**config.mk**
```make
export PLATFORM = sky130hd
export DESIGN_NAME = asp_irq_aggregator
export DESIGN_NICKNAME = d
export VERILOG_FILES = /design/src/rtl/asp_irq_aggregator.sv
export SDC_FILE = /design/constraint.sdc
export NUM_CORES = 1
export LEC_CHECK = 0
export CAP_MARGIN = 10
export CORE_MARGIN = 10
export CORE_UTILIZATION = 34
export DETAILED_ROUTE_END_ITERATION = 16
export PLACE_DENSITY = 0.82
export REMOVE_ABC_BUFFERS = 1
export SYNTH_ARGS = -nofsm -noshare
export SYNTH_HDL_FRONTEND = slang
export SYNTH_SLANG_ARGS = --single-unit
```
**constraint.sdc**
```tcl
create_clock -name clk -period 1.3 [get_ports clk]
set_input_delay 0.26 -clock clk [delete_from_list [all_inputs] [get_ports clk]]
set_output_delay 0.26 -clock clk [all_outputs]
set_load 0.005 [all_outputs]
```
**src/rtl/asp_irq_aggregator.sv**
```systemverilog
// Interrupt aggregator: per-line edge/level latching, masking, and round-robin
// forwarding of one source vector at a time to the host interrupt channel.
module asp_irq_aggregator #(
    parameter int NUM_IRQ_LINES  = 4,
    parameter int CSR_DATA_WIDTH = 64,
    parameter int VEC_WIDTH      = (NUM_IRQ_LINES > 1) ? $clog2(NUM_IRQ_LINES) : 1
) (
    input  logic                      clk,
    input  logic                      reset_n,
    input  logic [NUM_IRQ_LINES-1:0]  irq_in,
    input  logic [1:0]                csr_address,
    input  logic                      csr_read,
    input  logic                      csr_write,
    input  logic [CSR_DATA_WIDTH-1:0] csr_writedata,
    output logic [CSR_DATA_WIDTH-1:0] csr_readdata,
    output logic                      csr_readdatavalid,
    // Host channel: a request transfers on a cycle where irq_req_valid and
    // irq_req_ready are both high; once raised, valid and vector hold until then.
    output logic                      irq_req_valid,
    output logic [VEC_WIDTH-1:0]      irq_req_vector,
    input  logic                      irq_req_ready,
    output logic                      dbg_state
);

    localparam int N = NUM_IRQ_LINES;

    typedef enum logic {
        ST_IDLE = 1'b0,
        ST_REQ  = 1'b1
    } state_e;

    state_e                    state_q, state_d;
    logic [N-1:0]              status_q, status_d;
    logic [N-1:0]              enable_q, enable_d;
    logic [N-1:0]              mode_q, mode_d;
    logic [N-1:0]              sent_q, sent_d;
    logic [N-1:0]              irq_prev_q, irq_prev_d;
    logic [VEC_WIDTH-1:0]      rr_q, rr_d;
    logic [VEC_WIDTH-1:0]      vec_q, vec_d;
    logic [CSR_DATA_WIDTH-1:0] rdata_q, rdata_d;
    logic                      rvalid_q, rvalid_d;

    logic [N-1:0]              set_v;
    logic [N-1:0]              w1c_v;
    logic [N-1:0]              eligible;
    logic [N-1:0]              rotated;
    logic [N-1:0]              sent_set;
    logic                      pick_found;
    logic [VEC_WIDTH-1:0]      pick_idx;
    logic                      handshake;
    int                        pick_sum;

    generate
        if (CSR_DATA_WIDTH > N) begin : g_unused_wdata
            logic unused_wdata;
            assign unused_wdata = ^csr_writedata[CSR_DATA_WIDTH-1:N];
        end
    endgenerate

    // CSR access and per-line latching; reads always see pre-write values.
    always_comb begin
        irq_prev_d = irq_in;
        set_v      = (mode_q & irq_in & ~irq_prev_q) | (~mode_q & irq_in);
        w1c_v      = (csr_write && csr_address == 2'd0) ? csr_writedata[N-1:0] : '0;
        status_d   = set_v | (status_q & ~w1c_v);
        enable_d   = (csr_write && csr_address == 2'd1) ? csr_writedata[N-1:0] : enable_q;
        mode_d     = (csr_write && csr_address == 2'd2) ? csr_writedata[N-1:0] : mode_q;

        rdata_d  = '0;
        rvalid_d = csr_read;
        if (csr_read) begin
            case (csr_address)
                2'd0: rdata_d[N-1:0] = status_q;
                2'd1: rdata_d[N-1:0] = enable_q;
                2'd2: rdata_d[N-1:0] = mode_q;
                2'd3: begin
                    rdata_d[15:8] = 8'h01;
                    rdata_d[7:0]  = 8'(NUM_IRQ_LINES);
                end
            endcase
        end
    end

    // Rotate so bit 0 is the line at rr_q, then take the lowest eligible bit.
    always_comb begin
        eligible   = status_q & enable_q & ~sent_q;
        rotated    = N'({eligible, eligible} >> rr_q);
        pick_found = 1'b0;
        pick_sum   = 0;
        for (int k = 0; k < N; k++) begin
            if (!pick_found && rotated[k]) begin
                pick_found = 1'b1;
                pick_sum   = int'(rr_q) + k;
            end
        end
        if (pick_sum >= N) begin
            pick_sum = pick_sum - N;
        end
        pick_idx = VEC_WIDTH'(pick_sum);
    end

    always_comb begin
        state_d   = state_q;
        vec_d     = vec_q;
        rr_d      = rr_q;
        handshake = 1'b0;
        case (state_q)
            ST_IDLE: begin
                if (pick_found) begin
                    vec_d   = pick_idx;
                    state_d = ST_REQ;
                end
            end
            ST_REQ: begin
                if (irq_req_ready) begin
                    handshake = 1'b1;
                    rr_d      = (int'(vec_q) == N - 1) ? '0 : vec_q + VEC_WIDTH'(1);
                    state_d   = ST_IDLE;
                end
            end
            default: state_d = ST_IDLE;
        endcase

        // A line stays marked as forwarded until its STATUS bit is cleared.
        for (int i = 0; i < N; i++) begin
            sent_set[i] = handshake && (int'(vec_q) == i);
        end
        sent_d = (sent_q | sent_set) & status_d;
    end

    always_ff @(posedge clk or negedge reset_n) begin
        if (!reset_n) begin
            state_q    <= ST_IDLE;
            status_q   <= '0;
            enable_q   <= '0;
            mode_q     <= '0;
            sent_q     <= '0;
            irq_prev_q <= '0;
            rr_q       <= '0;
            vec_q      <= '0;
            rdata_q    <= '0;
            rvalid_q   <= 1'b0;
        end else begin
            state_q    <= state_d;
            status_q   <= status_d;
            enable_q   <= enable_d;
            mode_q     <= mode_d;
            sent_q     <= sent_d;
            irq_prev_q <= irq_prev_d;
            rr_q       <= rr_d;
            vec_q      <= vec_d;
            rdata_q    <= rdata_d;
            rvalid_q   <= rvalid_d;
        end
    end

    assign irq_req_valid     = (state_q == ST_REQ);
    assign irq_req_vector    = vec_q;
    assign csr_readdata      = rdata_q;
    assign csr_readdatavalid = rvalid_q;
    assign dbg_state         = state_q;

endmodule

```
==> out/results.ini, run 1 <==
[pwr]
p_int_w=0.002389
power_frac_seq=0.393
power.switching_w=0.001020
irDropWorstVdd_mv=0.7468
clockPowerShare=0.288
p_leak_nw=1.122
combPwrFrac=0.320
cellPowerDensity_nw_per_um2=1555
switching_share=0.2992

[critical_path]
cp.required_ps=1510
r2r_start=sent_q[0]$_DFF_PN0_
rr_worst_depth=4
crit_path_end_kind=flop
crit_type=reg2reg
timing.rr.end=irq_req_vector[0]$_DFFE_PN0P_
worstPathMaxFanout=5
start_kind=flop
rrSetupSlack_ps=-20
arrival_ps=1540

[logic_synthesis]
synth_flop_cell=dfrtp_1
yosysTopAreaCell=dfrtp_1
synthTopCellsByArea=dfrtp_1 42%, buf_4 24%, mux2_4 3.3%
synthTopCellsByCount=60 x buf_4, 31 x dfrtp_1, 13 x nand2_1
synth_enable_flop_cells=0
synth_top_area_frac=0.4209
syn_avg_cell_area_um2=10.65
synthCells=173
async_flop_share=1.000
post_synth_num_cell_types=29
synthesis.area_um2=1843
yosys_register_bits=31
yosysSeqAreaShare=0.4209
yosysMostFrequentCell=buf_4
synth_warnings=0

[placed_design]
dpl-instance-area_um2=2067
routabilityCongestion=0.8592
hpwlAfterDp_mm=3.190
port_buffers=24

[cts]
cts_tree=built
cts_root_buffer=clkbuf_8
clk_latency_ps=280
cts_max_level=2
clock_path_buffers=2
cts_buffers=5
clk_pin_slew_ps=70
cts.sinks=31

[grt]
grt_pass1_wl_mm=6.313
gr-usage-met3=0.04716
antenna_found_initial=0
grt_max_degree=32
grt-ovfl-total=0
met2_usage=0.1346
grt_pass1_vias=1340
grtUsageMet1=0.1134
grt_busiest_layer=met2
grt_usage=0.08992

[sta]
max_freq_ghz=0.7559
setup_ws_ps=-22.86
finalSetupViolations=1
hold_viol=0
rsz0062_at_grt=yes
period_share=1.018
fin_skew_ps=9.498
slew_violations=0
post-route-min-period_ps=1323

[route]
drt-initial-drc-count=70
vias=1221
drc_errors=0
via_per_inst=4.182
drtPass1Iterations=4
routed_wl_mm=4.055
ant_nets=0
wl_per_cell_um=13.89

[final_layout]
fin_area_um2=2192
postLayoutCoreUtil=0.4238
drive_above_1_share=0.1892
syn_to_final_growth_pct=18.94
nNetsFinal=300
diodes=0

[floorplanning]
die_h_um=93.63
floorplan.io_pins=144
dieArea_um2=8766
core_area_um2=5172
die_w_um=93.63
num_rows=26
start_util=0.3563

[job]
maxCapViolCount=0

[hold_path]
worstHoldPathType=in2async

[outcome]
run_status=complete, but fails checks
violations=setup timing

-- critical path, cell delays in order (launching register included) --
cell	delay, ps
dfrtp_1	390
nand3b_1	260
a41o_1	300
a31oi_1	160
a22o_1	150
-- sequential cells by signal, summed over array words and instances, names as in the netlist, 2 cells and up --
register and cells:
csr_readdata 5, enable_q 4, irq_prev_q 4, irq_req_vector 2, mode_q 4, rr_q 2, sent_q 4, status_q 4
-- worst max path at each step --
stage,from,end,cells past startpoint
after CTS,sent_q[0]$_DFF_PN0_,irq_req_vector[0]$_DFFE_PN0P_,4
after global routing,sent_q[0]$_DFF_PN0_,irq_req_vector[0]$_DFFE_PN0P_,4
final,sent_q[0]$_DFF_PN0_,irq_req_vector[0]$_DFFE_PN0P_,4
after global placement,csr_address[0],mode_q[2]$_DFFE_PN0P_,4
after detailed placement,csr_address[1],sent_q[1]$_DFF_PN0_,6
after floorplan,sent_q[2]$_DFF_PN0_,irq_req_vector[1]$_DFFE_PN0P_,3
-- placed cells by master, fill, tap and decap left out, types with 5 or more instances in the layout --
| cell type | instances |
|---|---|
| a22o_1 | 6 |
| conb_1 | 59 |
| nand2_1 | 13 |
| o21a_1 | 5 |
| clkbuf_8 | 6 |
| and3_1 | 5 |
| mux2_2 | 5 |
| dlygate4sd2_1 | 11 |
| buf_4 | 19 |
| clkdlybuf4s50_1 | 11 |
| dfrtp_1 | 30 |
| o21ai_0 | 8 |
| nand3b_1 | 5 |
-- per-stage QoR --
step           setup TNS [ps]  power, W  hold slack (ps)  std cells  setup slack, ps
5_1_grt                -167.6  0.003656            361.7        292           -100.9
2_1_floorplan               0  0.001913           -35.59        170            110.1
4_1_cts                     0  0.003427            347.5        292            2.782
3_5_place_dp            -6258  0.002409            471.9        281           -361.6
6_report               -22.86  0.003408            348.5        292           -22.86
3_3_place_gp            -5560  0.002373            465.9        281           -324.6
-- power groups by stage --
| stage | clock, W | combinational [W] | sequential (W) |
|---|---|---|---|
| final | 0.000980 | 0.00109 | 0.00134 |
| after global routing | 0.00106 | 0.00123 | 0.00137 |
| after CTS | 0.00100 | 0.00109 | 0.00134 |
| after detailed placement | 0 | 0.00102 | 0.00139 |
| after global placement | 0 | 0.000996 | 0.00138 |
| after floorplan | 0 | 0.000559 | 0.00135 |
-- routing by layer --
| layer | routed length, um | share of wire |
|---|---|---|
| met1 | 1832 | 0.45 |
| met2 | 1769 | 0.44 |
| met3 | 432 | 0.11 |
| met4 | 21 | 0.0052 |
| met5 | 0 | 0 |
-- area by class of cell --
class	instances	area, um^2
Tap cell	70	87.58
Clock inverter	2	35.03
Sequential cell	31	777.0
Multi-Input combinational cell	136	812.0
Fill cell	493	2980
Inverter	3	11.26
Clock buffer	6	82.58
Timing Repair Buffer	44	386.6
-- repair_timing --
action / 4_1_cts / 5_1_grt
resized for setup: 14 / 2
pin swaps: 1 / 2
endpoints found under the setup margin: 27 / 6
hold buffers: 0 / 0
buffers inserted: 3 / 0
-- cells by family after synthesis --
family | count (synthesis) | synth area share
buffers and inverters | 64 | 0.2566
and+or+nand+nor | 34 | 0.1100
DFF | 31 | 0.4209
AOI/OAI and AO/OA | 26 | 0.09845
muxes | 13 | 0.08486
adders and majority gates | 4 | 0.02716
other | 1 | 0.002035
Power figures use the tool's default switching activity.
==> run 2, diff against run 1 <==
Settings changed: ABC_CLOCK_PERIOD_IN_PS set to 1300.
==> results of run 2 <==
The final DEF is identical to that of run 1; final timing and power are the same.
